<file path="src/rtl/led_page_scanner.sv">
// Shows one byte of a 16x8 memory image on board LEDs, paging either on a
// dwell timer (AUTO) or on next/prev buttons (MANUAL).
module led_page_scanner #(
  parameter int unsigned DWELL_CYCLES = 50_000_000,
  parameter int unsigned CNT_W        = 32
) (
  input  logic         clk,
  input  logic         rst,
  input  logic [127:0] mem_flat,
  input  logic         btn_mode,
  input  logic         btn_next,
  input  logic         btn_prev,
  output logic [7:0]   led_byte,
  output logic [3:0]   led_index,
  output logic         auto_mode,
  output logic         page_tick
);

  typedef enum logic {
    S_MANUAL = 1'b0,
    S_AUTO   = 1'b1
  } mode_e;

  localparam logic [CNT_W-1:0] DWELL_LAST = CNT_W'(DWELL_CYCLES - 1);

  mode_e            state_q, state_d;
  logic [CNT_W-1:0] cnt_q, cnt_d;
  logic [3:0]       idx_q, idx_d;
  logic [7:0]       byte_q;
  logic             tick_q, tick_d;
  logic             mode_hist_q, next_hist_q, prev_hist_q;
  logic             mode_edge, next_edge, prev_edge;

  // History registers reset high so a button held through reset is ignored.
  assign mode_edge = btn_mode & ~mode_hist_q;
  assign next_edge = btn_next & ~next_hist_q;
  assign prev_edge = btn_prev & ~prev_hist_q;

  always_ff @(posedge clk) begin
    if (rst) begin
      state_q <= S_AUTO;
    end else begin
      state_q <= state_d;
    end
  end

  always_comb begin
    state_d = state_q;
    if (mode_edge) begin
      state_d = (state_q == S_AUTO) ? S_MANUAL : S_AUTO;
    end
  end

  always_comb begin
    auto_mode = (state_q == S_AUTO);
  end

  // Page stepping is judged against the mode held before any toggle this cycle.
  always_comb begin
    cnt_d = '0;
    idx_d = idx_q;
    if (state_q == S_AUTO) begin
      if (cnt_q == DWELL_LAST) begin
        idx_d = idx_q + 4'd1;
      end else begin
        cnt_d = cnt_q + CNT_W'(1);
      end
    end else if (next_edge && !prev_edge) begin
      idx_d = idx_q + 4'd1;
    end else if (prev_edge && !next_edge) begin
      idx_d = idx_q - 4'd1;
    end
    if (mode_edge) begin
      cnt_d = '0;
    end
    tick_d = (idx_d != idx_q);
  end

  always_ff @(posedge clk) begin
    if (rst) begin
      cnt_q       <= '0;
      idx_q       <= '0;
      byte_q      <= '0;
      tick_q      <= 1'b0;
      mode_hist_q <= 1'b1;
      next_hist_q <= 1'b1;
      prev_hist_q <= 1'b1;
    end else begin
      cnt_q       <= cnt_d;
      idx_q       <= idx_d;
      byte_q      <= mem_flat[{idx_q, 3'b000} +: 8];
      tick_q      <= tick_d;
      mode_hist_q <= btn_mode;
      next_hist_q <= btn_next;
      prev_hist_q <= btn_prev;
    end
  end

  assign led_byte  = byte_q;
  assign led_index = idx_q;
  assign page_tick = tick_q;

endmodule

</file>
<file path="config.mk">
export PLATFORM = sky130hd
export DESIGN_NAME = led_page_scanner
export DESIGN_NICKNAME = d
export VERILOG_FILES = /design/src/rtl/led_page_scanner.sv
export SDC_FILE = /design/constraint.sdc
export NUM_CORES = 1
export LEC_CHECK = 0
export BUFFER_PORTS_ARGS = -buffer_cell sky130_fd_sc_hd__clkbuf_2
export CORE_ASPECT_RATIO = 0.5
export CORE_MARGIN = 5
export CORE_UTILIZATION = 51
export CTS_CLUSTER_SIZE = 30
export DETAILED_ROUTE_END_ITERATION = 16
export PLACE_DENSITY = 0.92
export SLEW_MARGIN = 10
export SYNTH_ARGS = -nofsm -noshare
export SYNTH_HDL_FRONTEND = slang
export SYNTH_SLANG_ARGS = --single-unit
</file>
<file path="constraint.sdc">
create_clock -name clk -period 5.8 [get_ports clk]
set_input_delay 1.16 -clock clk [delete_from_list [all_inputs] [get_ports clk]]
set_output_delay 1.16 -clock clk [all_outputs]
set_load 0.1 [all_outputs]
</file>
# Word level (Yosys, flattened, before mapping)

Index checks and enable logic that the tools add are counted.

Reductions and logical operators: 5
Bitwise logic cells: 7
Equal/unequal tests: 2
Muxes and demuxes: 5
Shift-type cells: 1
Add/subtract/negate cells: 3

Operators by type and width:

| kind                                              | count |
|---|---|
| variable part select 128 x 8 -> 8 bit             | 1 |
| adder 32 x 1 -> 32 bit (second input constant)    | 1 |
| == test 32 x 26 -> 1 bit (second input constant)  | 1 |
| two-way mux 4 bit                                 | 4 |
| adder 4 x 1 -> 4 bit (second input constant)      | 1 |
| != test 4 bit                                     | 1 |
| NOT 1 bit                                         | 4 |
| OR reduction 4 bit                                | 1 |
| subtractor 4 x 1 -> 4 bit (second input constant) | 1 |
| bitwise AND 1 bit                                 | 3 |
| logical AND 1 bit                                 | 2 |
| zero test 1 bit                                   | 2 |
| two-way mux 1 bit                                 | 1 |

Word-level logic and storage cells: 31
Input port bits: 133
Register bits after elaboration: 49

# Longest topological paths before layout

Gate-level depths: netlist of run 1.

Depth in word-level cells: 8
Gate-level depth with buffers: 8
Gate-level depth less buffers: 6

# Worst setup path after synthesis of run 1

No wires, ideal clock.

Path type: register to register
Start point: register idx_q[0] (netlist: led_index[0])
End point: register byte_q[2] (netlist: led_byte[2])
Setup time: 0.127 ns
Data arrival time: 2.561 ns
Stages on the path, launching flop included: 6
Path slack: 3.112 ns
Buffers on the path: 2
Cell sequence: dfxtp_1 -> buf_4 -> buf_4 -> mux4_2 -> mux4_2 -> nor2b_1

Cells in the longest elaborated chain, start to end: 1

Ends and longest elaborated chain:

| what                                  | RTL line | text |
|---|---|---|
| from (decl)                           | 28       | `logic [3:0] idx_q, idx_d;` |
| from (signal assigned)                | 90       | `idx_q <= idx_d;` |
| variable part select 128 x 8 -> 8 bit | 91       | `byte_q <= mem_flat[{idx_q, 3'b000} +: 8];` |
| to (signal assigned)                  | 91       |  |
| to (decl)                             | 29       | `logic [7:0] byte_q;` |

Every way passes these cells.
A chain may end at the register's enable or synchronous reset.

# Final worst setup path of run 1

Start point: register idx_q[1] (netlist: led_index[1])
End point: output port led_index[1]

RTL lines:

| what      | RTL line | text |
|---|---|---|
| to (decl) | 14       | `output logic [3:0] led_index,` |

No word-level cell between the ends.

==> results_dict.tcl, run 1 <==
set metrics [dict create \
    ys_warn_count 0 \
    yosysMostFrequentCell "dfxtp_1" \
    skew_ns 0.00500 \
    ff2ff_setup_slack_ns 3.29 \
    drv_slew 0 \
    worstPathBufferInverterCount 1 \
    nFillCells 453 \
    cpLargestDelayFamily "flip-flops" \
    async_reset_ff_share_pct 0 \
    cp_max_fo 14 \
    slew-limit-headroom_pct 38.2 \
    die_x_um 123 \
    rr_startpoint "cnt_q[12]$_SDFF_PP0_" \
    grt_max_degree 37 \
    multi_input_area_um2 2140 \
    nets 576 \
    worstSetupStartpoint "led_index[1]$_SDFF_PP0_" \
    synth_top_area_share_pct 30.2 \
    cts_buffers 5 \
    power_density_nw_per_um2 220 \
    peakVddDrop_mv 0.124 \
    ios 147 \
    worstSetupStartpointType "flip-flop" \
    syn-num-nets 442 \
    status "complete, no violations" \
    switching_share_pct 25.7 \
    core_area_um2 6130 \
    rsz0062_at_grt "false" \
    hpwl_um 7460 \
    place_congestion 0.867 \
    hold_viol 0 \
    syn_inst 306 \
    rows 20 \
    tightest_slew_ns 0.927 \
    synth_common_cells "49 x dfxtp_1, 40 x mux4_2, 31 x nor2_1" \
    yosys.area.top_type "dfxtp_1" \
    postCtsResizedCells 0 \
    syn-mean-instance-area_um2 10.6 \
    die_y_um 66.5 \
    htree_levels 2 \
    syn-cell-area_um2 3250 \
    grt_pass1_wl_um 15500 \
    track_usage_pct 24.2 \
    required_ns 4.64 \
    pwr-share-seq_pct 38.9 \
    leakage_nw 1.73 \
    min_from "cnt_q[0]$_SDFF_PP0_" \
    viasPerCell 5.85 \
    clkSinkCount 49 \
    start_util_pct 53.0 \
    crit_type "flip-flop to output pin" \
    finalSetupTns_ns 0 \
    finalWorstSetupSlack_ns 2.97 \
    grt_overflow 0 \
    ys_ff_latch 49 \
    slowest_stage "dfxtp_1" \
    setup_viol 0 \
    finalCritPeriodShare_pct 48.8 \
    drive_above_1_share_pct 47.6 \
    crit_chain "clkbuf_2" \
    clk_latency_ns 0.29 \
    ff_latch_area_um2 982 \
    drc 0 \
    drt_wl_total_um 9530 \
    synth_edf_count 0 \
    p_int_w 0.000685 \
    fmax_mhz 353 \
    power_frac_clock_pct 40.1 \
    drtIter0Drc 224 \
    wire_per_inst_um 18.0 \
    synth_ff_type "dfxtp_1" \
    final.min_clock_period_ns 2.83 \
    ctsHoldBuffers 0 \
    comb_power_share_pct 21.0 \
    cts_setup_buffers 0 \
    cp-end-kind "output pin" \
    root_buffer "clkbuf_16" \
    p_sw_w 0.000237 \
    clk_pin_slew_worst_paths_ns 0.06 \
    port_buffers 146 \
    pre_cts_ws_ns 3.13 \
    slowest_delay_ns 0.79 \
    drtAntennaViolNets 0 \
    num_antenna_cells 0 \
    cts_max_path_buffers 2 \
    grt_pass1_vias 3288 \
    grt_antenna_before_repair 0 \
    seq_area_frac_synth_pct 30.2 \
    cp.arrival_ns 1.67 \
    drv_cap 0 \
    die-area_um2 8170 \
    dr_total_vias 3094 \
    cts_tree "done" \
    synthTopCellsByArea "dfxtp_1 30%, mux4_2 28%, xnor2_1 4.0%" \
    dr.pass1.iters 4 \
    synthDistinctLibCells 53 \
    syn2layout_area_growth_pct 28.9 \
    hp-class "flip-flop to flip-flop" \
]
## logic make-up (layout without fill, tap and decap cells)
group	count (synthesis)	after routing	share of synthesized area [%]
AO/OA/AOI/OAI	26	26	5.16
XOR/XNOR	23	23	6.20
adder cells (fa/ha/maj)	3	3	1.15
buffers and inverters	27	162	4.04
flip-flops	49	49	30.2
multiplexers	43	43	28.7
AND/OR/NAND/NOR	135	135	24.6
## cell usage in the layout (no fill, tap or decap), types with 3 or more instances in the layout
master	netlist	layout
o21ai_0	4	4
nand3_1	13	13
nor2b_1	16	16
and3_1	7	7
a21oi_1	8	8
xnor2_1	15	15
nand2b_1	3	3
mux4_2	40	40
and3b_1	3	3
nor3_1	5	5
inv_1	6	6
ha_1	3	3
a31oi_1	3	3
nand4_1	9	9
nand2_1	14	14
clkbuf_16	0	5
nor2_1	31	31
xor2_1	8	8
dfxtp_1	49	48
and4_1	4	4
clkbuf_2	0	146
or2_2	3	3
nor4_1	7	7
## routing by layer
| layer | GRT usage (%) | part of all wire [%] |
|---|---|---|
| met1 | 28.3 | 36 |
| met4 | 10.3 | 3.0 |
| met3 | 5.60 | 7.4 |
| met2 | 42.9 | 54 |
| met5 | 0 | 0 |
## through the flow
stage | instance area [um^2] | std cells | utilization [%] | hold WS [ns] | total power (W)
floorplan | 3250 | 306 | - | 0.426 | 0.000497
global placement | 4000 | 521 | 65.2 | 0.438 | 0.000552
detailed placement | 4000 | 521 | 65.2 | 0.477 | 0.000559
CTS | 4190 | 529 | 68.3 | 0.502 | 0.000925
global route | 4190 | 529 | 68.3 | 0.533 | 0.000956
finish | 4190 | 529 | 68.3 | 0.504 | 0.000921
## sequential cells by signal, indices dropped and copies added, names as in the netlist
| register | flops |
|---|---|
| prev_hist_q | 1 |
| led_byte | 8 |
| page_tick | 1 |
| next_hist_q | 1 |
| cnt_q | 32 |
| led_index | 4 |
| auto_mode | 1 |
| mode_hist_q | 1 |
## final cells by class
cell class,count,area share (%)
inverters,6,0.538
flip-flops and latches,49,23.4
clock inverters,3,1.55
multi-input cells,230,51.0
clock buffers,5,2.99
well taps,88,2.63
repair buffers,148,17.8
## final timing paths
check	endpoint	depth (start not counted)
worst max-delay path	led_index[1]	1
worst min-delay path	cnt_q[0]$_SDFF_PP0_	1
worst max register to register	cnt_q[0]$_SDFF_PP0_	5
worst min register to register	cnt_q[0]$_SDFF_PP0_	1
## power by group through the flow
stage	logic [W]	clock network, W	registers [W]
floorplan	0.0000868	0	0.000411
global placement	0.000186	0	0.000366
detailed placement	0.000193	0	0.000367
CTS	0.000194	0.000372	0.000359
global route	0.000204	0.000390	0.000361
finish	0.000193	0.000369	0.000359
No activity file was read; power rests on OpenSTA's default activity.
==> run 2: changes to the inputs <==
Settings changed: CORE_UTILIZATION 51 to 43, PLACE_DENSITY 0.92 to 0.83.
Clock period 5.8 ns to 2.6 ns, I/O delays scaled along.
==> run 2 against run 1 <==
Against the previous run:
- worst setup slack got worse by 2.6 ns
- largest cell class unchanged
- critical endpoint is now cnt_q[28]$_SDFF_PP0_
- critical path type is now flip-flop to flip-flop
- first-iteration DRC count fell by 1.3%
- power rose by 120%
==> results_dict.tcl, run 2 (synthesized netlist as in run 1, its figures left out) <==
set metrics [dict create \
    slew-limit-headroom_pct 62.2 \
    final_cell_mix "145 x clkbuf_2, 47 x dfxtp_1, 40 x mux4_2, 31 x nor2_1, 16 x nor2b_1" \
    layout.cells.non_filler 542 \
    drtIter0Drc 221 \
    cts_buffers 5 \
    drive_above_1_share_pct 48.4 \
    core_area_um2 7350 \
    wire_per_inst_um 17.3 \
    cts_max_path_buffers 2 \
    peakVddDrop_mv 0.278 \
    ctsHoldBuffers 0 \
    finalCritPeriodShare_pct 85.3 \
    dr.pass1.iters 5 \
    clk_latency_ns 0.29 \
    top_register "cnt_q" \
    cts_setup_buffers 0 \
    nFillCells 577 \
    drv_slew 0 \
    worstSetupStartpointType "flip-flop" \
    root_buffer "clkbuf_16" \
    hp-class "input port to flip-flop" \
    cp_max_fo 14 \
    drv_cap 0 \
    dpl.cell_count 534 \
    ios 147 \
    syn2layout_area_growth_pct 31.0 \
    hold_viol 0 \
    crit_type "flip-flop to flip-flop" \
    cts_tree "done" \
    place_congestion 0.867 \
    htree_levels 2 \
    crit_chain "ha_1 > and3_1 > nand2b_1 > nor4_1 > nand4_1 > a21oi_1" \
    status "complete, no violations" \
    grt_overflow 0 \
    grt_antenna_before_repair 0 \
    port_buffers 146 \
    drtAntennaViolNets 0 \
    viasPerCell 5.70 \
    slowest_stage "nor4_1" \
    rr_startpoint "cnt_q[0]$_SDFF_PP0_" \
    start_util_pct 44.2 \
    reg2reg_depth 6 \
    slowest_delay_ns 0.62 \
    required_ns 2.82 \
    nets 581 \
    hpwl_um 7600 \
    fmax_mhz 451 \
    num_antenna_cells 0 \
    postCtsResizedCells 0 \
    power_density_nw_per_um2 467 \
    skew_ns 0.00474 \
    multi_input_area_um2 2140 \
    ff_latch_area_um2 983 \
    ff2ff_setup_slack_ns 0.38 \
    rows 22 \
    cp.arrival_ns 2.44 \
    min_from "btn_mode" \
    finalSetupTns_ns 0 \
    die_y_um 71.5 \
    rsz0062_at_grt "false" \
    final_common_cell "clkbuf_2" \
    dr_total_vias 3087 \
    grt_pass1_vias 3114 \
    grt_pass1_wl_um 15400 \
    cp-end-kind "flip-flop" \
    tightest_slew_ns 0.567 \
    grt_max_degree 24 \
    drt_wl_total_um 9360 \
    hold_end "mode_hist_q$_SDFF_PP1_" \
    leakage_nw 1.75 \
    track_usage_pct 20.0 \
    reg2reg_to "cnt_q[28]$_SDFF_PP0_" \
    die_x_um 133 \
    clkSinkCount 49 \
    final.min_clock_period_ns 2.22 \
    clk_pin_slew_worst_paths_ns 0.07 \
    drc 0 \
    setup_viol 0 \
    whs_path_depth 2 \
    largest_reg_flops 32 \
    die-area_um2 9500 \
]
==> run 2: final cells by class <==
type | instances | share of cell area, %
Tap cell | 96 | 2.82
Sequential cell | 49 | 23.1
Clock inverter | 3 | 1.09
Timing Repair Buffer | 153 | 19.3
Multi-Input combinational cell | 230 | 50.2
Clock buffer | 5 | 2.94
Inverter | 6 | 0.529
==> run 2: how the worst max path moves through the flow <==
stage,start,endpoint,slack [ns]
6_report,cnt_q[0]$_SDFF_PP0_,cnt_q[28]$_SDFF_PP0_,0.38
5_1_grt,cnt_q[0]$_SDFF_PP0_,cnt_q[28]$_SDFF_PP0_,0.12
4_1_cts,cnt_q[0]$_SDFF_PP0_,cnt_q[28]$_SDFF_PP0_,0.42
3_5_place_dp,cnt_q[0]$_SDFF_PP0_,cnt_q[28]$_SDFF_PP0_,0.46
3_3_place_gp,cnt_q[0]$_SDFF_PP0_,cnt_q[28]$_SDFF_PP0_,0.56
2_1_floorplan,led_index[1]$_SDFF_PP0_,led_index[2]$_SDFF_PP0_,0.03
==> run 2: metal layers <==
metal / up-vias / track usage, % / part of all wire (%)
li1: 1440 / - / -
met1: 1485 / 24.7 / 40
met2: 144 / 35.9 / 51
met3: 18 / 4.21 / 7.1
met4: 0 / 5.76 / 1.9
met5: - / 0 / 0
==> run 2: critical path: cells and delay by family (launching register included) <==
family          cells  cell delay [ns]
compound gates      1             0.19
fa+ha+maj           1             0.21
flops               1             0.36
simple gates        4             1.38
==> run 2: per-stage QoR <==
step	utilization [%]	total power, W	setup WS [ns]	cell area [um^2]	hold slack [ns]
2_1_floorplan	-	0.00111	0.0305	3250	0.426
3_3_place_gp	55.6	0.00125	0.561	4090	0.435
3_5_place_dp	55.6	0.00127	0.455	4090	0.451
4_1_cts	58.0	0.00200	0.418	4260	0.433
5_1_grt	58.0	0.00207	0.116	4260	0.437
6_report	58.0	0.00199	0.383	4260	0.428
==> run 2: where the power goes <==
| part | switching [W] | internal (W) |
|---|---|---|
| combinational | 0.000234 | 0.000218 |
| clock | 0.000287 | 0.000455 |
| sequential | 0.0000216 | 0.000773 |
| total | 0.000543 | 0.00145 |
==> run 3: changes to the inputs <==
Settings changed: CORE_UTILIZATION 43 to 51, PLACE_DENSITY 0.83 to 0.92.
Clock period 2.6 ns to 2.7 ns, I/O delays scaled along.
==> run 3 against run 2 <==
Against the previous run:
- power decreased by 10%
- non-clock buffer count decreased by 1
- utilization increased by 10 points
- wire length increased by 2.0%
- first-iteration DRC count increased by 12%
- clock power decreased by 20%
- sequential share of layout area increased by 0.41 points
- hold slack improved by 0.033 ns
- register-to-register slack improved by 0.13 ns
- flip-flop and latch count unchanged
==> results_dict.tcl, run 3 (synthesized netlist as in run 1, its figures left out) <==
set metrics [dict create \
    nets 580 \
    drt_wl_total_um 9550 \
    cp-endpoint "cnt_q[28]$_SDFF_PP0_" \
    reg2reg_to "cnt_q[28]$_SDFF_PP0_" \
    core_area_um2 6130 \
    peakVddDrop_mv 0.266 \
    place_congestion 0.947 \
    port_buffers 146 \
    required_ns 2.87 \
    num_antenna_cells 0 \
    drive_above_1_share_pct 47.4 \
    rr_startpoint "cnt_q[0]$_SDFF_PP0_" \
    slowest_delay_ns 0.65 \
    die_x_um 123 \
    clk_pin_slew_worst_paths_ns 0.06 \
    ios 147 \
    grt_max_degree 30 \
    postCtsResizedCells 0 \
    skew_ns 0.00370 \
    die-area_um2 8170 \
    status "complete, no violations" \
    finalCritPeriodShare_pct 81.0 \
    track_usage_pct 24.4 \
    final.min_clock_period_ns 2.19 \
    final_util_pct 68.2 \
    drc 0 \
    rsz0062_at_grt "false" \
    hp-class "input port to flip-flop" \
    top_register "cnt_q" \
    worstSetupStartpoint "cnt_q[0]$_SDFF_PP0_" \
    largest_reg_flops 32 \
    worstSetupStartpointType "flip-flop" \
    htree_levels 2 \
    ff2ff_setup_slack_ns 0.51 \
    slowest_stage "nor4_1" \
    nFillCells 456 \
    power_density_nw_per_um2 428 \
    viasPerCell 5.80 \
    cp.arrival_ns 2.36 \
    grt_antenna_before_repair 0 \
    fmax_mhz 457 \
    cts_setup_buffers 0 \
    ctsHoldBuffers 0 \
    setup_viol 0 \
    tightest_slew_ns 0.589 \
    final_cell_mix "145 x clkbuf_2, 48 x dfxtp_1, 40 x mux4_2, 31 x nor2_1, 16 x nor2b_1" \
    crit_chain "ha_1 > and3_1 > nand2b_1 > nor4_1 > a31o_2 > a21oi_1" \
    cp-end-kind "flip-flop" \
    cts_buffers 5 \
    cp_max_fo 14 \
    final_common_cell "clkbuf_2" \
    grt_pass1_wl_um 15500 \
    slew-limit-headroom_pct 60.4 \
    hold_slack_ns 0.461 \
    drtAntennaViolNets 0 \
    cts_max_path_buffers 2 \
    clk_latency_ns 0.29 \
    dr.pass1.iters 5 \
    syn2layout_area_growth_pct 28.6 \
    drv_cap 0 \
    die_y_um 66.5 \
    grt_overflow 0 \
    dr_total_vias 3094 \
    hold_viol 0 \
    drtIter0Drc 248 \
    crit_type "flip-flop to flip-flop" \
    reg2reg_depth 6 \
    drv_slew 0 \
    rows 20 \
    grt_pass1_vias 3171 \
    leakage_nw 1.73 \
    clkSinkCount 49 \
    start_util_pct 53.0 \
    root_buffer "clkbuf_16" \
    cts_tree "done" \
    wire_per_inst_um 17.9 \
    finalSetupTns_ns 0 \
    hpwl_um 7760 \
]
-- run 3: layout make-up --
class | instances | area (um^2) | share of cell area [%]
sequential | 49 | 982 | 23.5
tap | 88 | 110 | 2.63
clock buffer | 8 | 136 | 3.26
timing repair buffer | 152 | 791 | 18.9
inverter | 6 | 22.5 | 0.539
multi-input combinational | 230 | 2140 | 51.2
-- run 3: layer usage --
metal	global-route usage, %	share of wire, %	vias to the layer above
li1	-	-	1436
met4	10.6	3.4	0
met3	4.50	6.8	33
met1	29.4	37	1493
met2	43.2	52	132
met5	0	0	-
-- run 3: worst max-delay path: cells and delay by family, from the launching register on --
family | cells | cell delay (ns)
AO/OA/AOI/OAI | 2 | 0.30
AND/OR/NAND/NOR | 3 | 1.20
adder cells (fa/ha/maj) | 1 | 0.21
flip-flops | 1 | 0.37
-- run 3: worst min path at each step --
stage / start / slack (ns) / depth (start not counted) / end
finish: btn_mode / 0.46 / 2 / mode_hist_q$_SDFF_PP1_
floorplan: cnt_q[0]$_SDFF_PP0_ / 0.43 / 1 / cnt_q[0]$_SDFF_PP0_
CTS: btn_mode / 0.46 / 2 / mode_hist_q$_SDFF_PP1_
detailed placement: cnt_q[0]$_SDFF_PP0_ / 0.46 / 1 / cnt_q[0]$_SDFF_PP0_
global placement: cnt_q[0]$_SDFF_PP0_ / 0.46 / 1 / cnt_q[0]$_SDFF_PP0_
global route: btn_next / 0.46 / 2 / next_hist_q$_SDFF_PP1_
-- run 3: where the power goes --
group | leakage (nW) | switching, W | internal (W)
combinational | 1.26 | 0.000230 | 0.000203
clock | 0.0652 | 0.000249 | 0.000345
sequential | 0.399 | 0.0000166 | 0.000745
-- run 3: through the flow --
stage               total power (W)  setup slack (ns)  instance area (um^2)  cells
detailed placement          0.00121             0.578                  4040    525
floorplan                   0.00107            0.0118                  3250    306
CTS                         0.00180             0.525                  4180    533
finish                      0.00179             0.512                  4180    533
global route                0.00186             0.334                  4180    533
global placement            0.00120             0.663                  4040    525
